File: src/rtl/bram_read_scheduler_if.sv
// Request, BRAM read-port and tagged word-stream signals of the BRAM read scheduler.
// slave is the scheduler side; master is the requester/BRAM/consumer side.
interface bram_read_scheduler_if #(
    parameter int ADDR_W = 11,
    parameter int DATA_W = 32
);
    logic              req0_valid;
    logic              req1_valid;
    logic              req0_ready;
    logic              req1_ready;
    logic [ADDR_W-1:0] req0_base;
    logic [ADDR_W-1:0] req1_base;
    logic [ADDR_W-1:0] req0_len;
    logic [ADDR_W-1:0] req1_len;
    logic              bram_en;
    logic [ADDR_W-1:0] bram_addr;
    logic [DATA_W-1:0] bram_dout;
    logic              out_valid;
    logic [DATA_W-1:0] out_data;
    logic              out_id;
    logic [ADDR_W-1:0] out_idx;
    logic              out_last;
    logic              busy;

    modport slave (
        input  req0_valid, req1_valid, req0_base, req1_base, req0_len, req1_len, bram_dout,
        output req0_ready, req1_ready, bram_en, bram_addr,
        output out_valid, out_data, out_id, out_idx, out_last, busy
    );

    modport master (
        output req0_valid, req1_valid, req0_base, req1_base, req0_len, req1_len, bram_dout,
        input  req0_ready, req1_ready, bram_en, bram_addr,
        input  out_valid, out_data, out_id, out_idx, out_last, busy
    );
endinterface

File: src/rtl/bram_read_scheduler.sv
// Two-requester round-robin BRAM burst read scheduler; streams each burst's words
// tagged with requester id and index, one word per cycle after a one-cycle read latency.
module bram_read_scheduler #(
    parameter int ADDR_W = 11,
    parameter int DATA_W = 32
) (
    input logic                  clk,
    input logic                  rst_n,
    bram_read_scheduler_if.slave bus
);
    localparam logic [ADDR_W-1:0] ZERO_ADDR = {ADDR_W{1'b0}};
    localparam logic [ADDR_W-1:0] ONE_ADDR  = {{(ADDR_W-1){1'b0}}, 1'b1};

    typedef enum logic [1:0] {
        IDLE  = 2'd0,
        READ  = 2'd1,
        DRAIN = 2'd2
    } state_t;

    state_t            state_r;
    state_t            state_s;
    logic              last_grant_r;
    logic              id_r;
    logic [ADDR_W-1:0] addr_r;
    logic [ADDR_W-1:0] len_r;
    logic [ADDR_W-1:0] idx_r;
    logic              out_valid_r;
    logic              out_id_r;
    logic              out_last_r;
    logic [ADDR_W-1:0] out_idx_r;

    logic              grant0_s;
    logic              grant1_s;
    logic              accept_s;
    logic              accept_id_s;
    logic [ADDR_W-1:0] accept_base_s;
    logic [ADDR_W-1:0] accept_len_s;
    logic              last_word_s;

    // Round-robin grant; ready is forced low while reset is asserted.
    always_comb begin
        grant0_s = 1'b0;
        grant1_s = 1'b0;
        if ((state_r == IDLE) && rst_n) begin
            if (bus.req0_valid && bus.req1_valid) begin
                if (last_grant_r) begin
                    grant0_s = 1'b1;
                end else begin
                    grant1_s = 1'b1;
                end
            end else if (bus.req0_valid) begin
                grant0_s = 1'b1;
            end else if (bus.req1_valid) begin
                grant1_s = 1'b1;
            end else begin
                grant0_s = 1'b0;
                grant1_s = 1'b0;
            end
        end else begin
            grant0_s = 1'b0;
            grant1_s = 1'b0;
        end
        accept_s      = grant0_s | grant1_s;
        accept_id_s   = grant1_s;
        accept_base_s = grant1_s ? bus.req1_base : bus.req0_base;
        accept_len_s  = grant1_s ? bus.req1_len : bus.req0_len;
        last_word_s   = (idx_r == (len_r - ONE_ADDR));
    end

    // Next-state decode.
    always_comb begin
        state_s = state_r;
        case (state_r)
            IDLE: begin
                if (accept_s && (accept_len_s != ZERO_ADDR)) begin
                    state_s = READ;
                end else begin
                    state_s = IDLE;
                end
            end
            READ: begin
                if (last_word_s) begin
                    state_s = DRAIN;
                end else begin
                    state_s = READ;
                end
            end
            DRAIN:   state_s = IDLE;
            default: state_s = IDLE;
        endcase
    end

    // State register.
    always_ff @(posedge clk or negedge rst_n) begin
        if (!rst_n) begin
            state_r <= IDLE;
        end else begin
            state_r <= state_s;
        end
    end

    // Burst context, address walk and output tag pipeline (tags trail the address by one cycle).
    always_ff @(posedge clk or negedge rst_n) begin
        if (!rst_n) begin
            last_grant_r <= 1'b1;
            id_r         <= 1'b0;
            addr_r       <= ZERO_ADDR;
            len_r        <= ZERO_ADDR;
            idx_r        <= ZERO_ADDR;
            out_valid_r  <= 1'b0;
            out_id_r     <= 1'b0;
            out_last_r   <= 1'b0;
            out_idx_r    <= ZERO_ADDR;
        end else begin
            if (accept_s) begin
                last_grant_r <= accept_id_s;
            end
            if (accept_s && (accept_len_s != ZERO_ADDR)) begin
                id_r   <= accept_id_s;
                addr_r <= accept_base_s;
                len_r  <= accept_len_s;
                idx_r  <= ZERO_ADDR;
            end else if ((state_r == READ) && !last_word_s) begin
                addr_r <= addr_r + ONE_ADDR;
                idx_r  <= idx_r + ONE_ADDR;
            end
            out_valid_r <= (state_r == READ);
            out_last_r  <= (state_r == READ) && last_word_s;
            if (state_r == READ) begin
                out_idx_r <= idx_r;
                out_id_r  <= id_r;
            end
        end
    end

    assign bus.req0_ready = grant0_s;
    assign bus.req1_ready = grant1_s;
    assign bus.bram_en    = (state_r == READ);
    assign bus.bram_addr  = addr_r;
    assign bus.out_valid  = out_valid_r;
    assign bus.out_data   = out_valid_r ? bus.bram_dout : {DATA_W{1'b0}};
    assign bus.out_id     = out_id_r;
    assign bus.out_idx    = out_idx_r;
    assign bus.out_last   = out_last_r;
    assign bus.busy       = (state_r != IDLE);
endmodule

File: src/flat_wrapper.sv
// flat-port wrapper written by rule: the top's interface ports become plain ports
module bram_read_scheduler_flat 
#(
    parameter int ADDR_W = 11,
    parameter int DATA_W = 32
)
  (clk, rst_n, bus_req0_valid, bus_req1_valid, bus_req0_base, bus_req1_base, bus_req0_len, bus_req1_len, bus_bram_dout, bus_req0_ready, bus_req1_ready, bus_bram_en, bus_bram_addr, bus_out_valid, bus_out_data, bus_out_id, bus_out_idx, bus_out_last, bus_busy);
  bram_read_scheduler_if #(.ADDR_W(ADDR_W), .DATA_W(DATA_W)) bus_i ();
  input logic clk;
  input logic rst_n;
  input wire logic [$bits(bus_i.req0_valid)-1:0] bus_req0_valid;
  input wire logic [$bits(bus_i.req1_valid)-1:0] bus_req1_valid;
  input wire logic [$bits(bus_i.req0_base)-1:0] bus_req0_base;
  input wire logic [$bits(bus_i.req1_base)-1:0] bus_req1_base;
  input wire logic [$bits(bus_i.req0_len)-1:0] bus_req0_len;
  input wire logic [$bits(bus_i.req1_len)-1:0] bus_req1_len;
  input wire logic [$bits(bus_i.bram_dout)-1:0] bus_bram_dout;
  output wire logic [$bits(bus_i.req0_ready)-1:0] bus_req0_ready;
  output wire logic [$bits(bus_i.req1_ready)-1:0] bus_req1_ready;
  output wire logic [$bits(bus_i.bram_en)-1:0] bus_bram_en;
  output wire logic [$bits(bus_i.bram_addr)-1:0] bus_bram_addr;
  output wire logic [$bits(bus_i.out_valid)-1:0] bus_out_valid;
  output wire logic [$bits(bus_i.out_data)-1:0] bus_out_data;
  output wire logic [$bits(bus_i.out_id)-1:0] bus_out_id;
  output wire logic [$bits(bus_i.out_idx)-1:0] bus_out_idx;
  output wire logic [$bits(bus_i.out_last)-1:0] bus_out_last;
  output wire logic [$bits(bus_i.busy)-1:0] bus_busy;
  assign bus_i.req0_valid = bus_req0_valid;
  assign bus_i.req1_valid = bus_req1_valid;
  assign bus_i.req0_base = bus_req0_base;
  assign bus_i.req1_base = bus_req1_base;
  assign bus_i.req0_len = bus_req0_len;
  assign bus_i.req1_len = bus_req1_len;
  assign bus_i.bram_dout = bus_bram_dout;
  assign bus_req0_ready = bus_i.req0_ready;
  assign bus_req1_ready = bus_i.req1_ready;
  assign bus_bram_en = bus_i.bram_en;
  assign bus_bram_addr = bus_i.bram_addr;
  assign bus_out_valid = bus_i.out_valid;
  assign bus_out_data = bus_i.out_data;
  assign bus_out_id = bus_i.out_id;
  assign bus_out_idx = bus_i.out_idx;
  assign bus_out_last = bus_i.out_last;
  assign bus_busy = bus_i.busy;
  bram_read_scheduler #(.ADDR_W(ADDR_W), .DATA_W(DATA_W)) u_core (.clk(clk), .rst_n(rst_n), .bus(bus_i));
endmodule
File: config.mk
export PLATFORM = sky130hd
export DESIGN_NAME = bram_read_scheduler_flat
export DESIGN_NICKNAME = d
export VERILOG_FILES = /design/src/rtl/bram_read_scheduler_if.sv /design/src/rtl/bram_read_scheduler.sv /design/src/flat_wrapper.sv
export SDC_FILE = /design/constraint.sdc
export NUM_CORES = 1
export LEC_CHECK = 0
export BUFFER_PORTS_ARGS = -buffer_cell sky130_fd_sc_hd__clkbuf_2
export CORE_ASPECT_RATIO = 0.7
export CORE_MARGIN = 5
export CORE_UTILIZATION = 49
export DETAILED_ROUTE_END_ITERATION = 16
export PLACE_DENSITY = 0.82
export SYNTH_ARGS = -nofsm -noshare
export SYNTH_HDL_FRONTEND = slang
export SYNTH_SLANG_ARGS = --single-unit
File: constraint.sdc
create_clock -name clk -period 3.15 [get_ports clk]
set_input_delay 0.315 -clock clk [delete_from_list [all_inputs] [get_ports clk]]
set_output_delay 0.315 -clock clk [all_outputs]
set_load 0.01 [all_outputs]
# == Word-level counts from Yosys, hierarchy flattened ==
# Cells that the tools add are included.
# classes
add_sub_neg,3
n_mul,0
n_div,0
magnitude_cmp,0
n_eq_ne,2
shift,0
mux,19
n_bitwise,1
reduce_logical,10
# op_table
operator,count
11-bit two-way mux,6
32-bit two-way mux,1
11-bit by 1-bit adder with 11-bit output (second input constant),2
11-bit == test,1
11-bit nonzero test,1
11-bit by 1-bit subtractor with 11-bit output (second input constant),1
1-bit two-way mux,10
1-bit logical AND,5
2-bit one-hot mux with 2 select lines,1
2-bit nonzero test,2
2-bit by 1-bit == test with 1-bit output (second input constant),1
2-bit logical NOT,1
2-bit two-way mux,1
1-bit logical NOT,1
1-bit OR,1
# totals
reg_bits,51
latchBits,0
ramBits,0
rom_bits,0
input_bits,80
out_inout_bits,61
mem_count,0

# == Logic depth before layout (Yosys ltp) ==
# Gate-level depths: netlist (run 1).
# logic_depth
word_depth,9
mapped_depth,11
ltp_nobuf,9

# == Worst setup path after synthesis (run 1) ==
# No wires, ideal clock.
# synth_path
path_type,reg2reg
start,register u_core.len_r[0]
end,register u_core.idx_r[9]
setup_time_ns,0.120
arrival_time_ns,2.295
required_time_ns,3.030
path_slack_ns,0.735
stages_incl_launch_ff,11
path_buffers,1
cell_sequence,dfrtp_1 -> buf_4 -> inv_1 -> ha_1 -> nor3b_1 -> nand2_1 -> mux2i_1 -> o221a_4 -> a2111oi_4 -> a21oi_1 -> a31o_1
# synth_between
elab_chain_len,5
# synth_rtl
item,line,text
from (decl),bram_read_scheduler.sv:25,logic [ADDR_W-1:0] len_r;
from (signal assigned),bram_read_scheduler.sv:121,len_r <= accept_len_s;
11-bit by 1-bit subtractor with 11-bit output,bram_read_scheduler.sv:67,last_word_s = (idx_r == (len_r - ONE_ADDR));
11-bit == test,bram_read_scheduler.sv:67,
1-bit logical NOT,bram_read_scheduler.sv:123,end else if ((state_r == READ) && !last_word_s) begin
1-bit logical AND,bram_read_scheduler.sv:123,
2-bit nonzero test (no line),--,
to (signal assigned),bram_read_scheduler.sv:125,idx_r <= idx_r + ONE_ADDR;
to (decl),bram_read_scheduler.sv:26,logic [ADDR_W-1:0] idx_r;
# No other way between the ends.
# A chain may end at the register's enable or synchronous reset.

# == Worst setup path in the final report (run 1) ==
# layout_path
start,register u_core.len_r[0]
end,register u_core.addr_r[1] (netlist: u_core.bus.bram_addr[1])
# layout_between
elab_chain_len,5
# layout_rtl
item,line,text
11-bit by 1-bit subtractor with 11-bit output,bram_read_scheduler.sv:67,
11-bit == test,bram_read_scheduler.sv:67,
1-bit logical NOT,bram_read_scheduler.sv:123,
1-bit logical AND,bram_read_scheduler.sv:123,
2-bit nonzero test (no line),--,
to (signal assigned),bram_read_scheduler.sv:120,addr_r <= accept_base_s;
to (signal assigned),bram_read_scheduler.sv:124,addr_r <= addr_r + ONE_ADDR;
to (decl),bram_read_scheduler.sv:24,logic [ADDR_W-1:0] addr_r;
# No other way between the ends.

==> run metrics, run 1 <==
Worst Hold Class=primary input to async pin; initial detailed-routing violation count=153; post-CTS sizing=0; Port Buffers=140; CP max-delay cell=dfrtp_1; Max Slew Vio Count=0; H-tree depth=2; post-synthesis mux area share=0.0241; fmax=375 MHz; Worst EP arrival=2840 ps; clk buf depth=2; syn avg cell area=8.40 um^2; Finished Cell Area=4160 um^2; Synth top area share=0.369; remaining antenna violation count after routing=0; I/O pins=141; count leader, synth=nand2_1; Yosys cell types=62; Place WS=538 ps; Residual DRC=0; initial antenna violation count=0; Starting Density=0.499; crit share post-route=0.847; drt wl/cell=15.5 um; CTS Hold Bufs=0; GRT overflow=0; #FFs+latches synth=50; Max-slew headroom=0.566; clock sinks=50; Yosys top cell by area=dfrtp_1; ranking of synthesized cells by area=dfrtp_1, nand2_1, and2_1, a31oi_1, and3_1; Die W=108 um; post-detail-place hpwl=7670 um; CP most frequent cell=mux2i_1; final net count=609; Synth Net Count=479; CORE AREA=6660 um^2; routed vias=3,372; number of synthesized flops with an enable pin=0; most frequent cells after synthesis=nand2_1, dfrtp_1, and2_1, nor2_1, clkbuf_1; CP Capture Type=register; P&R area growth vs syn=25.2%; drt pass-1 iters=4; adder-cell area share of the yosys netlist=0.0113; critical path peak fanout=17; critical-path cell list=inv_1, ha_1, nor3b_1, nand2_1, mux2i_1, o221a_4, a21oi_4, mux2i_1, o21ai_0; status=complete, no violations; RSZ-0062 raised after global routing=no; final hold vios=0; vias in the first global route=3,225; post-layout min period=2670 ps; worst skew pair latency=310 ps; Synth Area in Simple Gates=0.328; Worst Tran Pin Value=647 ps; Final Skew=3.77 ps; Setup WS post-layout=483 ps; post-synthesis xor/xnor area fraction=0.0263; Synth Area in Compound Gates=0.171; crit start category=register; DP Area=4060 um^2; worst vdd ir=0.385 mV; Die Ht=78.9 um; Seq/Total Area, Yosys=0.376; FFs w/ async S/R, synth=1.00; Fin Setup TNS=0 ps; vias per inst=5.43; Reg clk slew, reported paths=90 ps; CTS buffer count=5; Warnings, synthesis=0; Synth Cell Area=3330 um^2; Hold WS=155 ps; Max Cap Violations=0; slowest cell delay on critical path=460 ps; first-pass GRT wire length=15,400 um; TritonCTS clock tree=built; RePlAce Congestion=0.881; share of cells above drive strength 1=0.342; worst setup path class=register to register; leakage power total=0.00211 uW; final number of setup-violating endpoints=0; CP Data Required Time=3330 ps; PwrDens=745 nW/um^2; num rows=25; antenna cells=0; WL final=9650 um; most common flop cell mapped by yosys=dfrtp_1; Syn Inst Count=396; largest family of logic cells by synthesized area=simple AND/OR/NAND/NOR gates; Clock Tree Root=clkbuf_8; largest net degree at the start of global routing=51; die area=8560 um^2; global-route usage over all layers=0.224; Post-CTS Setup Repair Bufs=0
==> area by class of cell <==
class / instances / area, um^2
Clock inverter: 3 / 40.0
Tap cell: 94 / 118
Clock buffer: 5 / 68.8
Fill cell: 590 / 2500
Timing Repair Buffer: 151 / 783
Inverter: 10 / 37.5
Multi-Input combinational cell: 308 / 1860
Sequential cell: 50 / 1250
==> routing by layer <==
layer / global-route usage / vias to the layer above / routed length (um)
met5: 0 / - / 0
met4: 0.0441 / 0 / 46
met3: 0.0512 / 5 / 952
met2: 0.364 / 147 / 4340
met1: 0.309 / 1572 / 4310
li1: - / 1648 / -
==> state kept, by name, indices dropped and copies added (netlist names) <==
name                  flops
u_core.bus.out_last       1
u_core.bus.bram_addr     11
u_core.bus.out_valid      1
u_core.id_r               1
u_core.bus.out_idx       11
u_core.state_r            1
u_core.len_r             11
u_core.bus.out_id         1
u_core.last_grant_r       1
u_core.idx_r             11
==> power by group <==
group,internal (uW),switching (uW),total (uW)
Clock,234,215,449
Sequential,911,381,1290
Combinational,621,741,1360
Total,1770,1340,3100
==> path summary, 6_finish.rpt <==
path	slack, ps	from	endpoint	cells after the start
setup reg to reg	480	u_core.len_r[0]	u_core.bus.bram_addr[1]	9
min in group clk	180	bus_req0_valid	u_core.last_grant_r	2
hold reg to reg	480	u_core.bus.out_idx[5]	u_core.bus.out_idx[5]	2
hold / removal	160	rst_n	u_core.bus.out_idx[3]	2
max in group asynchronous	2560	rst_n	u_core.len_r[3]	2
setup / recovery	480	u_core.len_r[0]	u_core.bus.bram_addr[1]	9
==> logic make-up (layout without fill, tap and decap cells) <==
logic type | after synthesis | in the layout
flops | 50 | 50
compound gates | 70 | 70
xor+xnor | 10 | 10
simple gates | 217 | 217
mux | 8 | 8
buf+inv | 38 | 169
fa+ha+maj | 3 | 3
==> worst max-delay path: cells and delay by family, from the launching register on <==
kind                       cells  cell delay [ps]
AOI/OAI and AO/OA              3              810
buffers and inverters          1               90
DFF                            1              460
adders and majority gates      1              270
muxes                          2              390
and+or+nand+nor                2              530
==> placed cells by master, fill, tap and decap left out, types with 4 or more instances in the layout <==
| master | instances |
|---|---|
| o21ai_0 | 7 |
| a211oi_1 | 6 |
| clkbuf_8 | 5 |
| and2_1 | 33 |
| a31oi_1 | 16 |
| dfrtp_1 | 49 |
| nand2_1 | 94 |
| nand2b_1 | 4 |
| nor3_1 | 6 |
| nor4_1 | 6 |
| a21oi_1 | 9 |
| xnor2_1 | 7 |
| a211o_1 | 4 |
| mux2i_1 | 8 |
| and3_2 | 5 |
| nor2_1 | 21 |
| nand4_1 | 10 |
| and3_1 | 13 |
| buf_4 | 11 |
| nand3_1 | 7 |
| clkbuf_2 | 140 |
| inv_1 | 10 |
==> stage by stage <==
stage / power [uW] / instances / util
finish: 3100 / 621 / 0.625
floorplan: 2190 / 396 / -
CTS: 3110 / 621 / 0.625
detailed placement: 2670 / 613 / 0.609
global route: 3340 / 621 / 0.625
global placement: 2620 / 613 / 0.609
(Power assumes the default switching activity.)
==> inputs of run 2 (changes only) <==
Clock period 3.15 ns to 2.7 ns, I/O delays scaled along.
==> run metrics, run 2 (synthesized netlist as in run 1, its figures left out) <==
status=complete, no violations; Die W=108 um; drt pass-1 iters=5; initial antenna violation count=0; clk buf depth=2; Setup WS post-layout=60.1 ps; Die Ht=78.9 um; Critical path buffers and inverters=0; GRT overflow=0; Hold WS=117 ps; CP max-delay cell=or4_4; r2r startpoint=u_core.len_r[4]; clock network power share=0.146; worst skew pair latency=310 ps; critical-path cell list=or4_4, nor3_4, o2111ai_2, a32oi_4, a21oi_4, or2_4, o21a_1; Total Power=3800 uW; placed insts=616; CTS Hold Bufs=0; largest net degree at the start of global routing=51; CP Depth=7; vias in the first global route=3,271; CTS buffer count=5; crit share post-route=0.978; final hold vios=0; Final Skew=12.8 ps; Place WS=45.2 ps; Starting Density=0.499; most common cell after layout, fill and taps aside=clkbuf_2; num rows=25; fill count=569; Worst Tran Pin Value=704 ps; Seq pwr share=0.397; grt met2 use=0.375; Worst EP arrival=2850 ps; Power Internal=2170 uW; most used routing layer=met2; initial detailed-routing violation count=233; non-filler cells, final=632; critical path peak fanout=9; Clock Tree Root=clkbuf_8; CORE AREA=6660 um^2; vias per inst=5.69; drt wl/cell=16.1 um; CP delay by family, top=compound AO/OA/AOI/OAI gates; Reg-to-Reg End=u_core.bus.bram_addr[0]; worst setup path class=register to register; Reg clk slew, reported paths=100 ps; M3 GR Usage=0.0609; CP Data Required Time=2910 ps; Max Cap Violations=0; worst vdd ir=0.486 mV; met1 Usage GRT=0.312; leakage power total=0.00216 uW; CP Capture Type=register; post-detail-place hpwl=7830 um; routed vias=3,596; crit start category=register; WL final=10,200 um; Sw Share=0.430; final number of setup-violating endpoints=0; fmax=379 MHz; remaining antenna violation count after routing=0; RePlAce Congestion=0.904; R2R cell count=7; reg2reg setup slack=60 ps; Final Core Density=0.648; TritonCTS clock tree=built; first-pass GRT wire length=15,900 um; H-tree depth=2; Residual DRC=0; sw power=1640 uW; Max Slew Vio Count=0; Worst Hold Class=primary input to async pin; most frequent cells in the layout=clkbuf_2, nand2_1, dfrtp_1, and2_1; PwrDens=880 nW/um^2; P&R area growth vs syn=29.8%; Comb power frac=0.456; Max-slew headroom=0.525; I/O pins=141; post-layout min period=2640 ps; final net count=620; antenna cells=0; die area=8560 um^2; Port Buffers=140; share of cells above drive strength 1=0.377; clock sinks=50; slowest cell delay on critical path=570 ps; global-route usage over all layers=0.231
## run 2: metrics by stage
step           TNS (ps)  area [um^2]
5_1_grt           -17.4         4320
3_5_place_dp          0         4080
6_report              0         4320
2_1_floorplan         0         3330
3_3_place_gp          0         4080
4_1_cts               0         4190
## run 2: worst max-delay path by stage
stage | start | endpoint | slack [ps]
global placement | u_core.len_r[0] | u_core.bus.bram_addr[2] | 170
detailed placement | u_core.len_r[0] | u_core.bus.bram_addr[3] | 50
finish | u_core.len_r[4] | u_core.bus.bram_addr[0] | 60
CTS | u_core.len_r[0] | u_core.idx_r[9] | 20
global route | u_core.len_r[4] | u_core.bus.bram_addr[2] | -10
floorplan | u_core.len_r[0] | u_core.idx_r[9] | 290
## run 2: worst reg2reg max path, cell delays in order, from the launching register on
cell	delay, ps
dfrtp_2	460
or4_4	570
nor3_4	180
o2111ai_2	160
a32oi_4	540
a21oi_4	190
or2_4	280
o21a_1	170
## run 2: final cells by class
type	count	area [um^2]	share of cell area
flip-flops and latches	50	1260	0.291
inverters	10	37.5	0.00869
multi-input cells	309	1930	0.447
well taps	94	118	0.0272
repair buffers	161	858	0.199
clock inverters	1	30.0	0.00695
clock buffers	7	86.3	0.0200
## run 2: power groups by stage
stage | clock network, uW | registers, uW | logic, uW
global route | 589 | 1560 | 1920
finish | 557 | 1510 | 1730
floorplan | 0 | 1380 | 1180
detailed placement | 0 | 1500 | 1630
global placement | 0 | 1480 | 1580
CTS | 560 | 1490 | 1640
## run 2: what timing repair did
item / CTS / global route
gates resized for setup: 0 / 15
buffers inserted: 0 / 7
endpoints found under the setup margin: 0 / 20
## run 2: routing by layer
layer	routed length [um]	up-vias
met2	4690	216
met4	95	0
met5	0	-
li1	-	1673
met1	4250	1690
met3	1160	17
==> inputs of run 3 (changes only) <==
Settings changed: ABC_AREA from default to 1, CORE_UTILIZATION 49 to 50.
==> run metrics, run 3 <==
status=complete, no violations; slowest cell delay on critical path=580 ps; Residual DRC=0; leakage power total=0.00274 uW; clock network power share=0.100; I/O pins=141; Max Cap Violations=0; most frequent cells after synthesis=nand2_1, inv_1, nand3_1, dfrtp_1, nor2_1; #FFs+latches synth=50; worst setup path class=register to register; crit start category=register; largest net degree at the start of global routing=51; post-detail-place hpwl=8430 um; Yosys top cell by area=dfrtp_1; Worst Tran Pin Value=715 ps; CP delay by family, top=simple AND/OR/NAND/NOR gates; final number of setup-violating endpoints=0; fmax=410 MHz; Synth Net Count=635; PwrDens=1020 nW/um^2; remaining antenna violation count after routing=0; CTS Hold Bufs=0; Seq pwr share=0.346; share of cells above drive strength 1=0.255; drt pass-1 iters=6; Total Power=4490 uW; most common flop cell mapped by yosys=dfrtp_1; RSZ-0062 raised after global routing=no; Seq/Total Area, Yosys=0.348; vias per inst=4.99; Worst Hold Class=primary input to async pin; vias in the first global route=3,558; Fin Setup TNS=0 ps; Synth top area share=0.340; r2r startpoint=u_core.last_grant_r; CP most frequent cell=nand2_1; WL final=10,500 um; die area=9030 um^2; Reg clk slew, reported paths=90 ps; R2R cell count=12; CORE AREA=6880 um^2; Setup crit end=u_core.idx_r[3]; Hold WS=91.6 ps; routed vias=3,887; Die W=111 um; Max-slew headroom=0.523; antenna cells=0; most frequent cells in the layout=nand2_1, clkbuf_2, inv_1, nand3_1, dfrtp_1; Starting Density=0.523; number of synthesized flops with an enable pin=0; Final Skew=7.64 ps; TritonCTS clock tree=built; CTS buffer count=5; Die Ht=81.0 um; Final Core Density=0.641; worst vdd ir=0.429 mV; P&R area growth vs syn=22.5%; Reg-to-Reg End=u_core.idx_r[3]; drt wl/cell=13.4 um; placed insts=771; count leader, synth=nand2_1; CP Data Required Time=2940 ps; Comb power frac=0.554; clk buf depth=2; Syn Inst Count=552; CP max-delay cell=dfstp_2; Synth Cell Area=3600 um^2; most common cell after layout, fill and taps aside=nand2_1; reg2reg setup slack=260 ps; critical-path cell list=a21oi_4, nand2_4, nand2_1, nand2_1, nand2_1, nor2_1, nand3_2, nand2_4, inv_1, nor2_1, nand2_1, nand2_1; final hold vios=0; FFs w/ async S/R, synth=1.00; CP Depth=12; GRT overflow=0; crit share post-route=0.903; RePlAce Congestion=1.06; critical path peak fanout=30; CP Capture Type=register; Worst EP arrival=2680 ps; initial detailed-routing violation count=238; non-filler cells, final=779; first-pass GRT wire length=17,200 um; ranking of synthesized cells by area=dfrtp_1, nand2_1, inv_1, nand3_1, xor2_1; initial antenna violation count=0; global-route usage over all layers=0.233; syn avg cell area=6.53 um^2; num rows=25; post-layout min period=2440 ps; Warnings, synthesis=0; Yosys cell types=32; Port Buffers=140; sw power=2230 uW; Clock Tree Root=clkbuf_8; Power Internal=2260 uW; clock sinks=50; final net count=767; Sw Share=0.497; Setup crit start=u_core.last_grant_r; worst skew pair latency=300 ps; fill count=632; Critical path buffers and inverters=1; Max Slew Vio Count=0; H-tree depth=2
==> run 3: cell type report <==
type                       count  area (um^2)  share of cell area
clock inverter                 1         5.00             0.00113
multi-input combinational    404         1920               0.434
sequential                    50         1250               0.284
clock buffer                   7         86.3              0.0196
inverter                      77          289              0.0655
timing repair buffer         146          746               0.169
tap                           94          118              0.0267
==> run 3: power by group through the flow <==
stage	logic [uW]	registers (uW)	clock network (uW)
3_3_place_gp	2400	1550	0
4_1_cts	2480	1540	454
2_1_floorplan	1730	1500	0
5_1_grt	2810	1610	487
3_5_place_dp	2470	1560	0
6_report	2480	1550	448
==> run 3: metrics by stage <==
stage	worst slack, ps	instance area, um^2
floorplan	784	3600
global route	29.7	4410
global placement	303	4320
CTS	158	4410
finish	262	4410
detailed placement	155	4320
==> run 3: worst min-delay path by stage <==
| stage | endpoint | slack (ps) | depth (start not counted) |
|---|---|---|---|
| after floorplan | u_core.bus.bram_addr[0] | -30 | 0 |
| after global placement | u_core.len_r[1] | 440 | 2 |
| after detailed placement | u_core.len_r[0] | 440 | 2 |
| after CTS | u_core.bus.out_idx[4] | 120 | 2 |
| after global routing | u_core.state_r[0] | 160 | 2 |
| final | u_core.len_r[0] | 90 | 2 |
==> run 3: repair_timing <==
action / in CTS / in global routing
gates resized for setup: 0 / 1
buffers inserted: 0 / 0
endpoints found under the setup margin: 0 / 29
==> run 3: kinds of logic (layout without fill, tap and decap cells) <==
logic type	Yosys count	after routing	synth area share
simple gates	352	352	0.427
buf+inv	98	231	0.122
xor+xnor	21	21	0.0511
fa+ha+maj	3	3	0.0104
flops	50	50	0.348
compound gates	28	28	0.0427
==> run 3: routing by layer <==
layer	vias to the layer above	part of all wire	track usage
met4	0	0.025	0.0838
met3	16	0.083	0.0424
li1	1961	-	-
met5	-	0	0
met2	193	0.46	0.403
met1	1717	0.43	0.297
